--- src/rtl/dtcm_arbiter.sv ---
// Two-requester DTCM arbiter (LSU vs. external bus) with in-order response routing.
// Optional build macro DTCM_ARB_LSU_PRIO_EN selects fixed LSU priority instead of round-robin.
module dtcm_arbiter #(
    parameter int unsigned AW         = 16,
    parameter int unsigned DW         = 32,
    parameter int unsigned OUTS_DEPTH = 2
) (
    input  logic            clk,
    input  logic            rst_n,

    input  logic            lsu_cmd_valid_i,
    output logic            lsu_cmd_ready_o,
    input  logic            lsu_cmd_read_i,
    input  logic [AW-1:0]   lsu_cmd_addr_i,
    input  logic [DW-1:0]   lsu_cmd_wdata_i,
    input  logic [DW/8-1:0] lsu_cmd_wmask_i,
    output logic            lsu_rsp_valid_o,
    input  logic            lsu_rsp_ready_i,
    output logic [DW-1:0]   lsu_rsp_rdata_o,

    input  logic            ext_cmd_valid_i,
    output logic            ext_cmd_ready_o,
    input  logic            ext_cmd_read_i,
    input  logic [AW-1:0]   ext_cmd_addr_i,
    input  logic [DW-1:0]   ext_cmd_wdata_i,
    input  logic [DW/8-1:0] ext_cmd_wmask_i,
    output logic            ext_rsp_valid_o,
    input  logic            ext_rsp_ready_i,
    output logic [DW-1:0]   ext_rsp_rdata_o,

    output logic            dtcm_cmd_valid_o,
    input  logic            dtcm_cmd_ready_i,
    output logic            dtcm_cmd_read_o,
    output logic [AW-1:0]   dtcm_cmd_addr_o,
    output logic [DW-1:0]   dtcm_cmd_wdata_o,
    output logic [DW/8-1:0] dtcm_cmd_wmask_o,
    input  logic            dtcm_rsp_valid_i,
    output logic            dtcm_rsp_ready_o,
    input  logic [DW-1:0]   dtcm_rsp_rdata_i
);

    localparam int unsigned PtrW = (OUTS_DEPTH > 1) ? $clog2(OUTS_DEPTH) : 1;
    localparam int unsigned CntW = $clog2(OUTS_DEPTH + 1);

    // Source encoding: 0 = LSU, 1 = EXT
    logic            last_grant_q, last_grant_d;
    logic            lock_q, lock_d;
    logic            lock_src_q, lock_src_d;
    logic            src_q [OUTS_DEPTH];
    logic [PtrW-1:0] wr_ptr_q, wr_ptr_d;
    logic [PtrW-1:0] rd_ptr_q, rd_ptr_d;
    logic [CntW-1:0] count_q, count_d;

    logic grant;
    logic gnt_valid;
    logic fifo_full;
    logic fifo_empty;
    logic head_src;
    logic cmd_hs;
    logic rsp_hs;

    assign fifo_full  = (count_q == CntW'(OUTS_DEPTH));
    assign fifo_empty = (count_q == '0);
    assign head_src   = src_q[rd_ptr_q];

    always_comb begin
        grant = 1'b0;
        if (lock_q) begin
            grant = lock_src_q;
`ifdef DTCM_ARB_LSU_PRIO_EN
        end else if (lsu_cmd_valid_i) begin
            grant = 1'b0;
        end else if (ext_cmd_valid_i) begin
            grant = 1'b1;
        end
`else
        end else if (lsu_cmd_valid_i && ext_cmd_valid_i) begin
            grant = ~last_grant_q;
        end else if (ext_cmd_valid_i) begin
            grant = 1'b1;
        end
`endif
    end

    assign gnt_valid = grant ? ext_cmd_valid_i : lsu_cmd_valid_i;

    // Full blocks the grant even if a pop happens this cycle: no rsp->cmd comb path.
    assign dtcm_cmd_valid_o = gnt_valid & ~fifo_full;
    assign dtcm_cmd_read_o  = grant ? ext_cmd_read_i  : lsu_cmd_read_i;
    assign dtcm_cmd_addr_o  = grant ? ext_cmd_addr_i  : lsu_cmd_addr_i;
    assign dtcm_cmd_wdata_o = grant ? ext_cmd_wdata_i : lsu_cmd_wdata_i;
    assign dtcm_cmd_wmask_o = grant ? ext_cmd_wmask_i : lsu_cmd_wmask_i;

    assign lsu_cmd_ready_o = ~grant & gnt_valid & dtcm_cmd_ready_i & ~fifo_full;
    assign ext_cmd_ready_o =  grant & gnt_valid & dtcm_cmd_ready_i & ~fifo_full;

    assign cmd_hs = dtcm_cmd_valid_o & dtcm_cmd_ready_i;

    assign lsu_rsp_valid_o  = ~fifo_empty & ~head_src & dtcm_rsp_valid_i;
    assign ext_rsp_valid_o  = ~fifo_empty &  head_src & dtcm_rsp_valid_i;
    assign lsu_rsp_rdata_o  = dtcm_rsp_rdata_i;
    assign ext_rsp_rdata_o  = dtcm_rsp_rdata_i;
    assign dtcm_rsp_ready_o = ~fifo_empty & (head_src ? ext_rsp_ready_i : lsu_rsp_ready_i);

    assign rsp_hs = dtcm_rsp_valid_i & dtcm_rsp_ready_o;

    always_comb begin
        last_grant_d = last_grant_q;
        lock_d       = lock_q;
        lock_src_d   = lock_src_q;
        wr_ptr_d     = wr_ptr_q;
        rd_ptr_d     = rd_ptr_q;
        count_d      = count_q;

        if (cmd_hs) begin
            last_grant_d = grant;
            lock_d       = 1'b0;
            wr_ptr_d     = (wr_ptr_q == PtrW'(OUTS_DEPTH - 1)) ? '0 : wr_ptr_q + PtrW'(1);
        end else if (dtcm_cmd_valid_o) begin
            // Hold the presented command until the DTCM takes it.
            lock_d     = 1'b1;
            lock_src_d = grant;
        end

        if (rsp_hs) begin
            rd_ptr_d = (rd_ptr_q == PtrW'(OUTS_DEPTH - 1)) ? '0 : rd_ptr_q + PtrW'(1);
        end

        unique case ({cmd_hs, rsp_hs})
            2'b10:   count_d = count_q + CntW'(1);
            2'b01:   count_d = count_q - CntW'(1);
            default: count_d = count_q;
        endcase
    end

    always_ff @(posedge clk or negedge rst_n) begin
        if (!rst_n) begin
            last_grant_q <= 1'b1;
            lock_q       <= 1'b0;
            lock_src_q   <= 1'b0;
            wr_ptr_q     <= '0;
            rd_ptr_q     <= '0;
            count_q      <= '0;
            for (int i = 0; i < int'(OUTS_DEPTH); i++) begin
                src_q[i] <= 1'b0;
            end
        end else begin
            last_grant_q <= last_grant_d;
            lock_q       <= lock_d;
            lock_src_q   <= lock_src_d;
            wr_ptr_q     <= wr_ptr_d;
            rd_ptr_q     <= rd_ptr_d;
            count_q      <= count_d;
            if (cmd_hs) begin
                src_q[wr_ptr_q] <= grant;
            end
        end
    end

endmodule

--- config.mk ---
export PLATFORM = sky130hd
export DESIGN_NAME = dtcm_arbiter
export DESIGN_NICKNAME = d
export VERILOG_FILES = /design/src/rtl/dtcm_arbiter.sv
export SDC_FILE = /design/constraint.sdc
export NUM_CORES = 1
export LEC_CHECK = 0
export ABC_AREA = 1
export CAP_MARGIN = 20
export CORE_AREA = 2 2 103 105
export DETAILED_ROUTE_END_ITERATION = 10
export DIE_AREA = 0 0 105 107
export PLACE_DENSITY = 0.69
export SKIP_LAST_GASP = 1
export SLEW_MARGIN = 20
export SYNTH_ARGS = -nofsm -noshare
export SYNTH_HDL_FRONTEND = slang
export SYNTH_SLANG_ARGS = --single-unit
export TNS_END_PERCENT = 100
--- constraint.sdc ---
create_clock -name clk -period 3.6 [get_ports clk]
set_clock_uncertainty 0.15 [all_clocks]
set_input_delay 0.36 -clock clk [delete_from_list [all_inputs] [get_ports clk]]
set_output_delay 0.36 -clock clk [all_outputs]
set_load 0.01 [all_outputs]
Word level (Yosys, flattened, before mapping)
Cells that the tools add are included.

operators by class
  add/sub/neg operators = 4
  $mul = 0
  divide/modulo/power cells = 0
  magnitude comparators = 3
  equal/unequal tests = 3
  shift-type cells = 0
  mux-type cells = 20
  bitwise logic cells = 22
  reduce and logical (&&, ||, !) cells = 6

operator list
  cell                   count
  $mux W32               1
  $mux W16               1
  $and A1 B1 Y1          14
  $mux W1                14
  $not A1 Y1             6
  $eq A2 B2 Y1 const B   2
  $ge A2 B2 Y1 const B   2
  $mux W4                1
  $not A1 Y2             2
  $pmux W2 S2            1
  $reduce_bool A2 Y1     2
  $add A1 B1 Y1 const B  2
  $add A2 B1 Y2 const B  1
  $bwmux W2              1
  $eq A2 B1 Y1 const B   1
  $logic_and A1 B1 Y1    2
  $logic_not A2 Y1       1
  $lt A2 B1 Y1 const B   1
  $reduce_and A2 Y1      1
  $sub A2 B1 Y2 const B  1
  $demux W1 S1           1

storage, ports and cells
  register bits after elaboration = 9
  latch bits = 0
  bits in writable memories = 0
  bits in read-only memories = 0
  input bits = 146
  output and inout bits = 123
  word-level logic and storage cells = 66
  memories = 0

Logic depth before layout (Yosys ltp)
Gate-level depths: netlist of run 1.

  depth after elaboration = 9
  gate-level depth with buffers = 10

Worst setup path before layout of run 1
OpenSTA, ideal clock, no wires.

  path type = register to register
  start = reg count_q[0]
  end = reg count_q[1]
  setup time = 131 ps
  arrival time = 1,514 ps
  data required time = 3,319 ps
  path slack = 1,805 ps
  stages on the path, launching flop included = 8
  buffers on the path = 0
  clock period less this slack = 1,795 ps
  cells stage by stage = dfrtp_1 or2_2 nand4_1 inv_1 ha_1 a21oi_1 o21ai_0 xor2_1

between the ends
  longest elaborated chain between the ends = 6

RTL lines
  item                                                      line  source
  start: declaration                                        52    logic [CntW-1:0] count_q, count_d;
  start signal: assignment                                  153   count_q <= count_d;
  $logic_not A2 Y1 *                                        63    assign fifo_empty = (count_q == '0);
  $not A1 Y1 *                                              103   assign dtcm_rsp_ready_o = ~fifo_empty & (head_src ? ext_rsp_ready_i : lsu_rsp_ready_i);
  $and A1 B1 Y1 *                                           103
  $and A1 B1 Y1 *                                           105   assign rsp_hs = dtcm_rsp_valid_i & dtcm_rsp_ready_o;
  via rsp_hs                                                60    logic rsp_hs;
  $eq A2 B1 Y1 / $eq A2 B2 Y1 (equally long branches)       129   unique case ({cmd_hs, rsp_hs})
  $pmux W2 S2 / $reduce_bool A2 Y1 (equally long branches)  n/a

Mark *: on every way through the listed nets, which the timed path passes. The rest lies on a longest branch.
A chain may end at the register's enable or synchronous reset.

Worst setup path after layout of run 1
  start = in ext_cmd_valid_i
  end = out dtcm_cmd_addr_o[1]

between the ends
  longest elaborated chain between the ends = 4

RTL lines
  item                                                   line    source
  start: declaration                                     21      input logic ext_cmd_valid_i,
  $mux W1 / $logic_and A1 B1 Y1 (equally long branches)  79, 77
  $mux W1 *                                              77      end else if (lsu_cmd_valid_i && ext_cmd_valid_i) begin
  $mux W1 *                                              68      if (lock_q) begin
  $mux W16 *                                             90      assign dtcm_cmd_addr_o = grant ? ext_cmd_addr_i : lsu_cmd_addr_i;
  end: declaration                                       34      output logic [AW-1:0] dtcm_cmd_addr_o,

Mark *: on every way between the ends. The rest lies on a longest branch, timed or not.

==> results of run 1 <==
-- registers in the layout, indices dropped and copies added (netlist names) --
signal        cells
count_q           2
src_q             2
last_grant_q      1
lock_q            1
lock_src_q        1
rd_ptr_q          1
wr_ptr_q          1
-- layer usage --
metal / GRT usage / vias up
li1: - / 1050
met1: 0.116 / 856
met2: 0.178 / 109
met3: 0.0438 / 24
met4: 0.0410 / 0
met5: 0 / -
-- per-stage QoR --
stage / power, mW / hold slack (ps) / util
5_1_grt: 2.02 / 331 / 0.314
4_1_cts: 1.87 / 299 / 0.314
3_5_place_dp: 1.74 / 327 / 0.309
3_3_place_gp: 1.72 / 317 / 0.309
2_1_floorplan: 1.11 / -85.6 / -
6_report: 1.85 / 272 / 0.314
-- final cells by class --
type / count / area (um2) / area share
clock buffer: 4 / 45.0 / 0.0142
inverter: 10 / 37.5 / 0.0119
multi-input combinational: 208 / 928 / 0.293
sequential: 9 / 226 / 0.0716
tap: 136 / 170 / 0.0538
timing repair buffer: 175 / 1760 / 0.555
-- critical path, cell delays in order --
cell             delay (ps)
clkdlybuf4s50_1         510
nand3_2                 110
nand2_2                  90
buf_4                   320
nand2_1                 100
nand2_1                 110
clkdlybuf4s50_1         550
-- logic make-up (layout without fill, tap and decap cells) --
family	Yosys count	count (layout)	synth area share
AOI/OAI and AO/OA	5	5	0.0139
adders and majority gates	1	1	0.00694
and+or+nand+nor	200	200	0.485
buffers and inverters	86	189	0.359
xor gates and xnor gates	2	2	0.00972
DFF	9	9	0.126
-- placed cells by master (no fill, tap or decap) --
master,instances
nand3_4,1
o21ai_0,2
buf_4,2
inv_2,2
nand3b_1,2
nor2_2,4
clkbuf_8,3
and3_1,1
nand3_2,2
nand4_1,3
inv_1,8
a21oi_1,1
dfrtp_1,8
nand2_2,22
clkbuf_1,1
xnor2_1,1
o21ai_1,2
xor2_1,1
ha_1,1
buf_12,1
nor2_1,3
dfstp_2,1
nand2_1,159
or2_2,1
nor2_4,1
clkdlybuf4s50_1,172
nor3b_1,1
-- power by group through the flow --
stage,clock network [mW],registers [mW],logic [mW]
after CTS,0.122,0.196,1.56
after detailed placement,0,0.195,1.55
after global routing,0.129,0.203,1.68
after floorplan,0,0.185,0.924
after global placement,0,0.192,1.52
final,0.120,0.195,1.53
-- how the worst min path moves through the flow --
stage,start,end,slack (ps),cells past startpoint
after global routing,rst_n,src_q[1],330,1
after global placement,last_grant_q,last_grant_q,320,2
after detailed placement,src_q[1],src_q[1],330,2
after CTS,rst_n,src_q[1],300,1
after floorplan,rst_n,count_q[0],-90,0
final,rst_n,src_q[1],270,1
==> metrics.md, run 1 <==
| Metric | Value |
|---|---|
| Max Slew Vio Count | `0` |
| # DRC | `0` |
| Total wire length | `6.36 mm` |
| Hold-fix buffers, CTS | `0` |
| R2r setup slk | `1650 ps` |
| Post-synthesis average cell area | `5.95 um2` |
| Post-synth top area share | `0.331` |
| Worst VDD drop | `449 uV` |
| Core area | `10100 um2` |
| Post-route ant nets | `0` |
| Setup TNS | `0 ps` |
| Startpoint types | `input port` |
| Crit path capture | `dtcm_cmd_addr_o[1]` |
| Gr ovfl total | `0` |
| Synth area leader | `nand2_1` |
| Cell row count | `37` |
| Reg2reg start | `count_q[0]` |
| HPWL Detailed | `5.35 mm` |
| Tmin final | `2680 ps` |
| Final Hold Viols | `0` |
| CP Capture Type | `output pin` |
| Max_slew headroom | `0.727` |
| Inst Count DP | `538` |
| Placer congestion estimate | `0.746` |
| H-tree depth | `1` |
| Die height | `107 um` |
| Distinct cell type count of the synthesized netlist | `27` |
| Initial antenna violation count | `0` |
| LEAKAGE | `1.47 nW` |
| DRT iter0 DRCs | `104` |
| Highest routed layer | `met4` |
| CTS tree | `yes` |
| Setup Fix Bufs, Post-CTS | `0` |
| Least-Margin Pin Slew | `409 ps` |
| Die X | `105 um` |
| CTS root buffer | `clkbuf_8` |
| Largest net degree at the start of global routing | `57` |
| GRT Total Usage | `0.104` |
| Switching Fraction | `0.449` |
| Period utilization | `0.744` |
| CTS Buf Count | `3` |
| Area Overhead vs Synth | `75.6%` |
| Met1 Wirelength | `2.40 mm` |
| PnR worst setup slack | `921 ps` |
| Final setup vio count | `0` |
| Max Cap Viol | `0` |
| DR vias/cell | `3.76` |
| Met2 WL | `3.06 mm` |
| Share of layout cells above drive strength 1 | `0.0985` |
| Final instance area | `3160 um2` |
| Die ar. | `11200 um2` |
| First-pass GRT wire length | `9.79 mm` |
| HP Class | `in2async` |
| Outcome | `finished clean` |
| Critical path type | `in2out` |
| DP Area | `3120 um2` |
| Worst R2R End | `count_q[1]` |
| WP data required | `3090 ps` |
| RSZ-0062 raised after global routing | `false` |
| Combinational share of power | `0.829` |
| Highest Clock Rate | `0.373 GHz` |
| Post-Synthesis Cells | `303` |
| N_diodes | `0` |
| Top Ports | `269` |
| Most frequent cell after synthesis | `nand2_1` |
| Sequential fraction of design power | `0.105` |
| Pre-CTS WS | `930 ps` |
| Clock power share | `0.065` |
| Register bit total from synthesis | `9` |
| Sequential share of the synthesized area | `0.126` |
| Metal3 WL | `737 um` |
| Routed vias | `2039` |
| Cells on worst reg2reg path | `7` |
| Initial Util | `0.179` |
| Drt wl/cell | `11.7 um` |
| Clk_lat worst skew | `240 ps` |
| Vias in the first global route | `1997` |
| CP arrival | `2170 ps` |
| Net switching power | `830 uW` |
| Fin cells | `542` |
| Max Buffers Root-to-Sink | `2` |
| Post-synth ARST share | `1.00` |
| Synth warn | `0` |
| P_int | `1.02 mW` |
| DR pass1 iterations | `4` |
| Worst Path Max Fanout | `34` |
| Syn_nets | `450` |
| Port bufs | `172` |
| Synth top cells by count | `nand2_1 (159), buf_4 (68), nand2_2 (22)` |
| Ys flop type | `dfrtp_1` |
| Clock slew at reported path FFs | `50 ps` |
| Synth Cell Area | `1800 um2` |
| CP startpoint | `ext_cmd_valid_i` |
| # nets final | `554` |
| EDFF count, synth | `0` |
| Pwr dens | `584 nW/um2` |
| CTS resizes | `0` |
| Synth area leaders | `nand2_1 (33%), buf_4 (28%), dfrtp_1 (11%)` |
| Clock sink total | `9` |
| # fillers | `1113` |
Note: power is estimated with default switching activity, not from simulation.
==> run 2, diff against run 1 <==
CORE_AREA = 2 2 104 106   (was 2 2 103 105)
DIE_AREA = 0 0 106 108   (was 0 0 105 107)
PLACE_DENSITY = 0.68   (was 0.69)
clock period = 2.76 ns   (was 3.6 ns; I/O delays follow)
==> run 2 against run 1 <==
  * Register-to-register slack lost 810 ps
  * Non-clock buffer count is the same
  * Utilization shrank 0.18 points
  * Setup slack lost 630 ps
  * Critical path depth is the same
  * Via count grew 0.78%
  * Global-route usage shrank 0.70 points
  * Cell area grew 0.79%
  * Sequential power grew 28%
  * Wire length shrank 2.6%
  * Critical endpoint is now dtcm_cmd_wmask_o[3]
==> metrics.md, run 2 (synthesized netlist as in run 1, its figures left out) <==
| Metric | Value |
|---|---|
| Outcome | `finished clean` |
| Cell Chain, Critical Path | `clkdlybuf4s50_1, nand3_2, nand2_2, buf_12, nand2_1, nand2_1, clkdlybuf4s50_1` |
| Cells on worst reg2reg path | `7` |
| Max_slew headroom | `0.722` |
| Initial antenna violation count | `0` |
| Clock sink total | `9` |
| Top Ports | `269` |
| # DRC | `0` |
| # nets final | `554` |
| Top flop regs | `count_q: 2 flops, src_q: 2 flops` |
| Number of buffers and inverters on the critical path | `3` |
| Area Overhead vs Synth | `77.0%` |
| Worst R2R End | `count_q[1]` |
| Port bufs | `172` |
| Max Slew Vio Count | `0` |
| Vias in the first global route | `2027` |
| Commonest non-fill, non-tap cell in the layout | `clkdlybuf4s50_1` |
| Critical path type | `in2out` |
| HPWL Detailed | `5.18 mm` |
| Least-Margin Pin Slew | `415 ps` |
| Total wire length | `6.19 mm` |
| CTS tree | `yes` |
| GRT Total Usage | `0.0974` |
| Placer congestion estimate | `0.816` |
| Cell row count | `37` |
| Core area | `10200 um2` |
| Die height | `108 um` |
| H-tree depth | `1` |
| Die X | `106 um` |
| Die ar. | `11400 um2` |
| Highest Clock Rate | `0.404 GHz` |
| Tmin final | `2470 ps` |
| Hold-fix buffers, CTS | `0` |
| DP Area | `3140 um2` |
| Worst VDD drop | `419 uV` |
| DR pass1 iterations | `4` |
| Max Cap Viol | `0` |
| CTS root buffer | `clkbuf_8` |
| Worst Path Max Fanout | `56` |
| Clk_lat worst skew | `230 ps` |
| Max Buffers Root-to-Sink | `2` |
| Largest net degree at the start of global routing | `57` |
| DRT iter0 DRCs | `91` |
| Final setup vio count | `0` |
| Gr ovfl total | `0` |
| Drt wl/cell | `11.4 um` |
| Final Hold Viols | `0` |
| Most frequent cells in the layout | `clkdlybuf4s50_1 (172), nand2_1 (159), nand2_2 (22)` |
| CP arrival | `2050 ps` |
| Setup TNS | `0 ps` |
| R2r setup slk | `840 ps` |
| LEAKAGE | `1.47 nW` |
| Routed vias | `2055` |
| First-pass GRT wire length | `9.06 mm` |
| Share of layout cells above drive strength 1 | `0.0985` |
| CTS Buf Count | `3` |
| Slowest stage delay, CP | `540 ps` |
| Startpoint types | `input port` |
| CP top delay family | `buffers and inverters` |
| CP Capture Type | `output pin` |
| Post-route ant nets | `0` |
| RSZ-0062 raised after global routing | `false` |
| N_diodes | `0` |
| Period utilization | `0.896` |
| CP max stage cell | `clkdlybuf4s50_1` |
| WP data required | `2330 ps` |
| CTS resizes | `0` |
| DR vias/cell | `3.79` |
| Reg2reg start | `count_q[0]` |
| Setup Fix Bufs, Post-CTS | `0` |
| Initial Util | `0.176` |
| Clock slew at reported path FFs | `40 ps` |
| Pwr dens | `765 nW/um2` |
| Final instance area | `3190 um2` |
| HP Class | `in2async` |
## run 2: cell counts in the layout (fill, tap and decap cells not counted)
No cell type changed its count.
## run 2: worst register-to-register path, cell delays in order (launching register included)
cell     delay [ps]
dfrtp_1         420
or2_2           350
nand4_1         120
inv_1            80
ha_1            310
a21oi_1         110
o21ai_0         100
xor2_1          150
## run 2: layer usage
| metal | part of all wire | track usage | vias up | wire length, um |
|---|---|---|---|---|
| li1 | - | - | 1049 | - |
| met1 | 0.33 | 0.0893 | 859 | 2070 |
| met2 | 0.52 | 0.188 | 123 | 3250 |
| met3 | 0.11 | 0.0368 | 24 | 673 |
| met4 | 0.033 | 0.0489 | 0 | 205 |
| met5 | 0 | 0 | - | 0 |
## run 2: cell type report
class	instances	area [um2]
inverter	10	37.5
sequential	9	226
timing repair buffer	175	1780
fill	1089	7040
multi-input combinational	208	928
tap	136	170
clock buffer	4	45.0
## run 2: where the power goes
group | switching, mW | internal (mW) | total [mW]
combinational | 0.976 | 1.06 | 2.04
clock | 0.0536 | 0.101 | 0.154
sequential | 0.0473 | 0.202 | 0.249
## run 2: worst max-delay path by stage
stage	from	depth (start not counted)	slack [ps]	to
CTS	ext_cmd_valid_i	7	280	dtcm_cmd_wmask_o[3]
detailed placement	ext_cmd_valid_i	7	270	dtcm_cmd_wmask_o[3]
global placement	ext_cmd_valid_i	7	300	dtcm_cmd_wmask_o[3]
floorplan	count_q[0]	7	970	count_q[1]
finish	ext_cmd_valid_i	7	290	dtcm_cmd_wmask_o[3]
global route	ext_cmd_valid_i	7	180	dtcm_cmd_wmask_o[3]
## run 2: stage by stage
step	util	power, mW	std cells	hold WS (ps)	setup slack, ps
final	0.312	2.44	542	194	287
after global routing	0.312	2.66	542	213	181
after CTS	0.312	2.48	542	197	277
after detailed placement	0.307	2.31	538	321	274
after global placement	0.307	2.28	538	325	296
after floorplan	-	1.45	303	-170	965
==> run 3, diff against run 2 <==
CTS_CLUSTER_DIAMETER = 200   (was not set)
GPL_TIMING_DRIVEN = 0   (was not set)
TNS_END_PERCENT = 5   (was 100)
==> run 3 against run 2 <==
  * Clock-buffer cell count did not move
  * Sequential share of layout area is 1.9 points lower
  * Non-clock buffer count is 137 higher
  * Global-route usage increased by 2.7 points
  * Critical endpoint is now dtcm_cmd_addr_o[6]
==> metrics.md, run 3 (synthesized netlist as in run 1, its figures left out) <==
| Metric | Value |
|---|---|
| Routed vias | `2556` |
| # DRC | `0` |
| Clk_lat worst skew | `240 ps` |
| Gr ovfl total | `0` |
| Period utilization | `0.895` |
| CTS tree | `yes` |
| Drt wl/cell | `11.6 um` |
| DR vias/cell | `3.76` |
| Die ar. | `11400 um2` |
| Initial antenna violation count | `0` |
| DR pass1 iterations | `4` |
| Die height | `108 um` |
| RSZ-0062 raised after global routing | `false` |
| H-tree depth | `1` |
| Combinational share of power | `0.852` |
| Least-Margin Pin Slew | `409 ps` |
| Cell row count | `37` |
| Net switching power | `1.17 mW` |
| HP Class | `in2async` |
| # nets final | `691` |
| CTS root buffer | `clkbuf_8` |
| CP Capture Type | `output pin` |
| CP arrival | `2040 ps` |
| Placer congestion estimate | `0.755` |
| Total wire length | `7.86 mm` |
| LEAKAGE | `2.08 nW` |
| Clock power share | `0.056` |
| Worst VDD drop | `320 uV` |
| GRT Total Usage | `0.124` |
| Final setup vio count | `0` |
| Tmin final | `2470 ps` |
| Max Buffers Root-to-Sink | `2` |
| Largest net degree at the start of global routing | `11` |
| P_int | `1.58 mW` |
| Startpoint types | `input port` |
| Highest Clock Rate | `0.405 GHz` |
| WP data required | `2330 ps` |
| Top Ports | `269` |
| Core area | `10200 um2` |
| Commonest non-fill, non-tap cell in the layout | `clkdlybuf4s50_1` |
| Setup TNS | `0 ps` |
| Max Cap Viol | `0` |
| Post-route ant nets | `0` |
| Port bufs | `236` |
| Max_slew headroom | `0.727` |
| Sequential fraction of design power | `0.092` |
| Max Slew Vio Count | `0` |
| Top flop regs | `count_q: 2 flops, src_q: 2 flops` |
| Worst Path Max Fanout | `10` |
| CTS Buf Count | `3` |
| Share of layout cells above drive strength 1 | `0.208` |
| Vias in the first global route | `2527` |
| HPWL Detailed | `7.02 mm` |
| N_diodes | `0` |
| Most frequent cells in the layout | `clkdlybuf4s50_1 (236), nand2_1 (159), buf_4 (68)` |
| Area Overhead vs Synth | `143%` |
| Setup Fix Bufs, Post-CTS | `0` |
| Clock sink total | `9` |
| Overall power | `2.75 mW` |
| Initial Util | `0.176` |
| Final Hold Viols | `0` |
| Die X | `106 um` |
| Pwr dens | `627 nW/um2` |
| DRT iter0 DRCs | `90` |
| Critical path type | `in2out` |
| Clock slew at reported path FFs | `40 ps` |
| First-pass GRT wire length | `11.7 mm` |
| CTS resizes | `0` |
| Switching Fraction | `0.426` |
| Hold-fix buffers, CTS | `0` |
| Outcome | `finished clean` |
-- run 3: cell types whose count changed in the layout (fill, tap and decap cells not counted), sizes merged --
cell and delta:
buf +73, clkdlybuf4s50 +64
-- run 3: worst max-delay path, cell delays in order --
cell and delay (ps):
clkdlybuf4s50_1 480, nand2_1 70, nand3_2 80, nand2_2 70
inv_2 70, buf_8 160, buf_6 150, nand2_1 80
nand2_1 70, clkdlybuf4s50_1 530
-- run 3: per-layer routing --
metal | track usage | wire [um] | up-vias
met3 | 0.0277 | 670 | 9
li1 | - | - | 1330
met2 | 0.253 | 4370 | 139
met5 | 0 | 0 | -
met4 | 0.0301 | 99 | 0
met1 | 0.128 | 2720 | 1078
-- run 3: final cells by class --
class / count / area (um2)
Fill cell: 1045 / 5850
Timing Repair Buffer: 236 / 2360
Clock buffer: 4 / 45.0
Buffer: 76 / 609
Multi-Input combinational cell: 208 / 928
Tap cell: 136 / 170
Sequential cell: 9 / 226
Inverter: 10 / 37.5
-- run 3: stage by stage --
step	cells	hold WS, ps	instance area, um2	utilization	worst slack (ps)
after floorplan	303	-170	1800	-	965
after global placement	675	311	4330	0.424	259
after detailed placement	675	316	4330	0.424	264
after CTS	679	201	4380	0.428	257
after global routing	679	229	4380	0.428	180
final	679	188	4380	0.428	290
-- run 3: final timing paths --
path / from / to / slack [ps] / depth (start not counted)
max in group asynchronous: rst_n / last_grant_q / 1950 / 1
min in group clk: last_grant_q / last_grant_q / 330 / 2
worst min register to register: last_grant_q / last_grant_q / 330 / 2
worst max-delay path: lsu_cmd_valid_i / dtcm_cmd_addr_o[6] / 290 / 10
worst max register to register: count_q[0] / count_q[1] / 840 / 7
worst min-delay path: rst_n / count_q[1] / 190 / 1
-- run 3: power groups by stage --
stage                     clock [mW]  sequential [mW]  combinational (mW)
final                          0.154            0.252                2.34
after global routing           0.167            0.261                2.55
after CTS                      0.158            0.252                2.39
after detailed placement           0            0.253                2.38
after global placement             0            0.249                2.35
after floorplan                    0            0.241                1.20
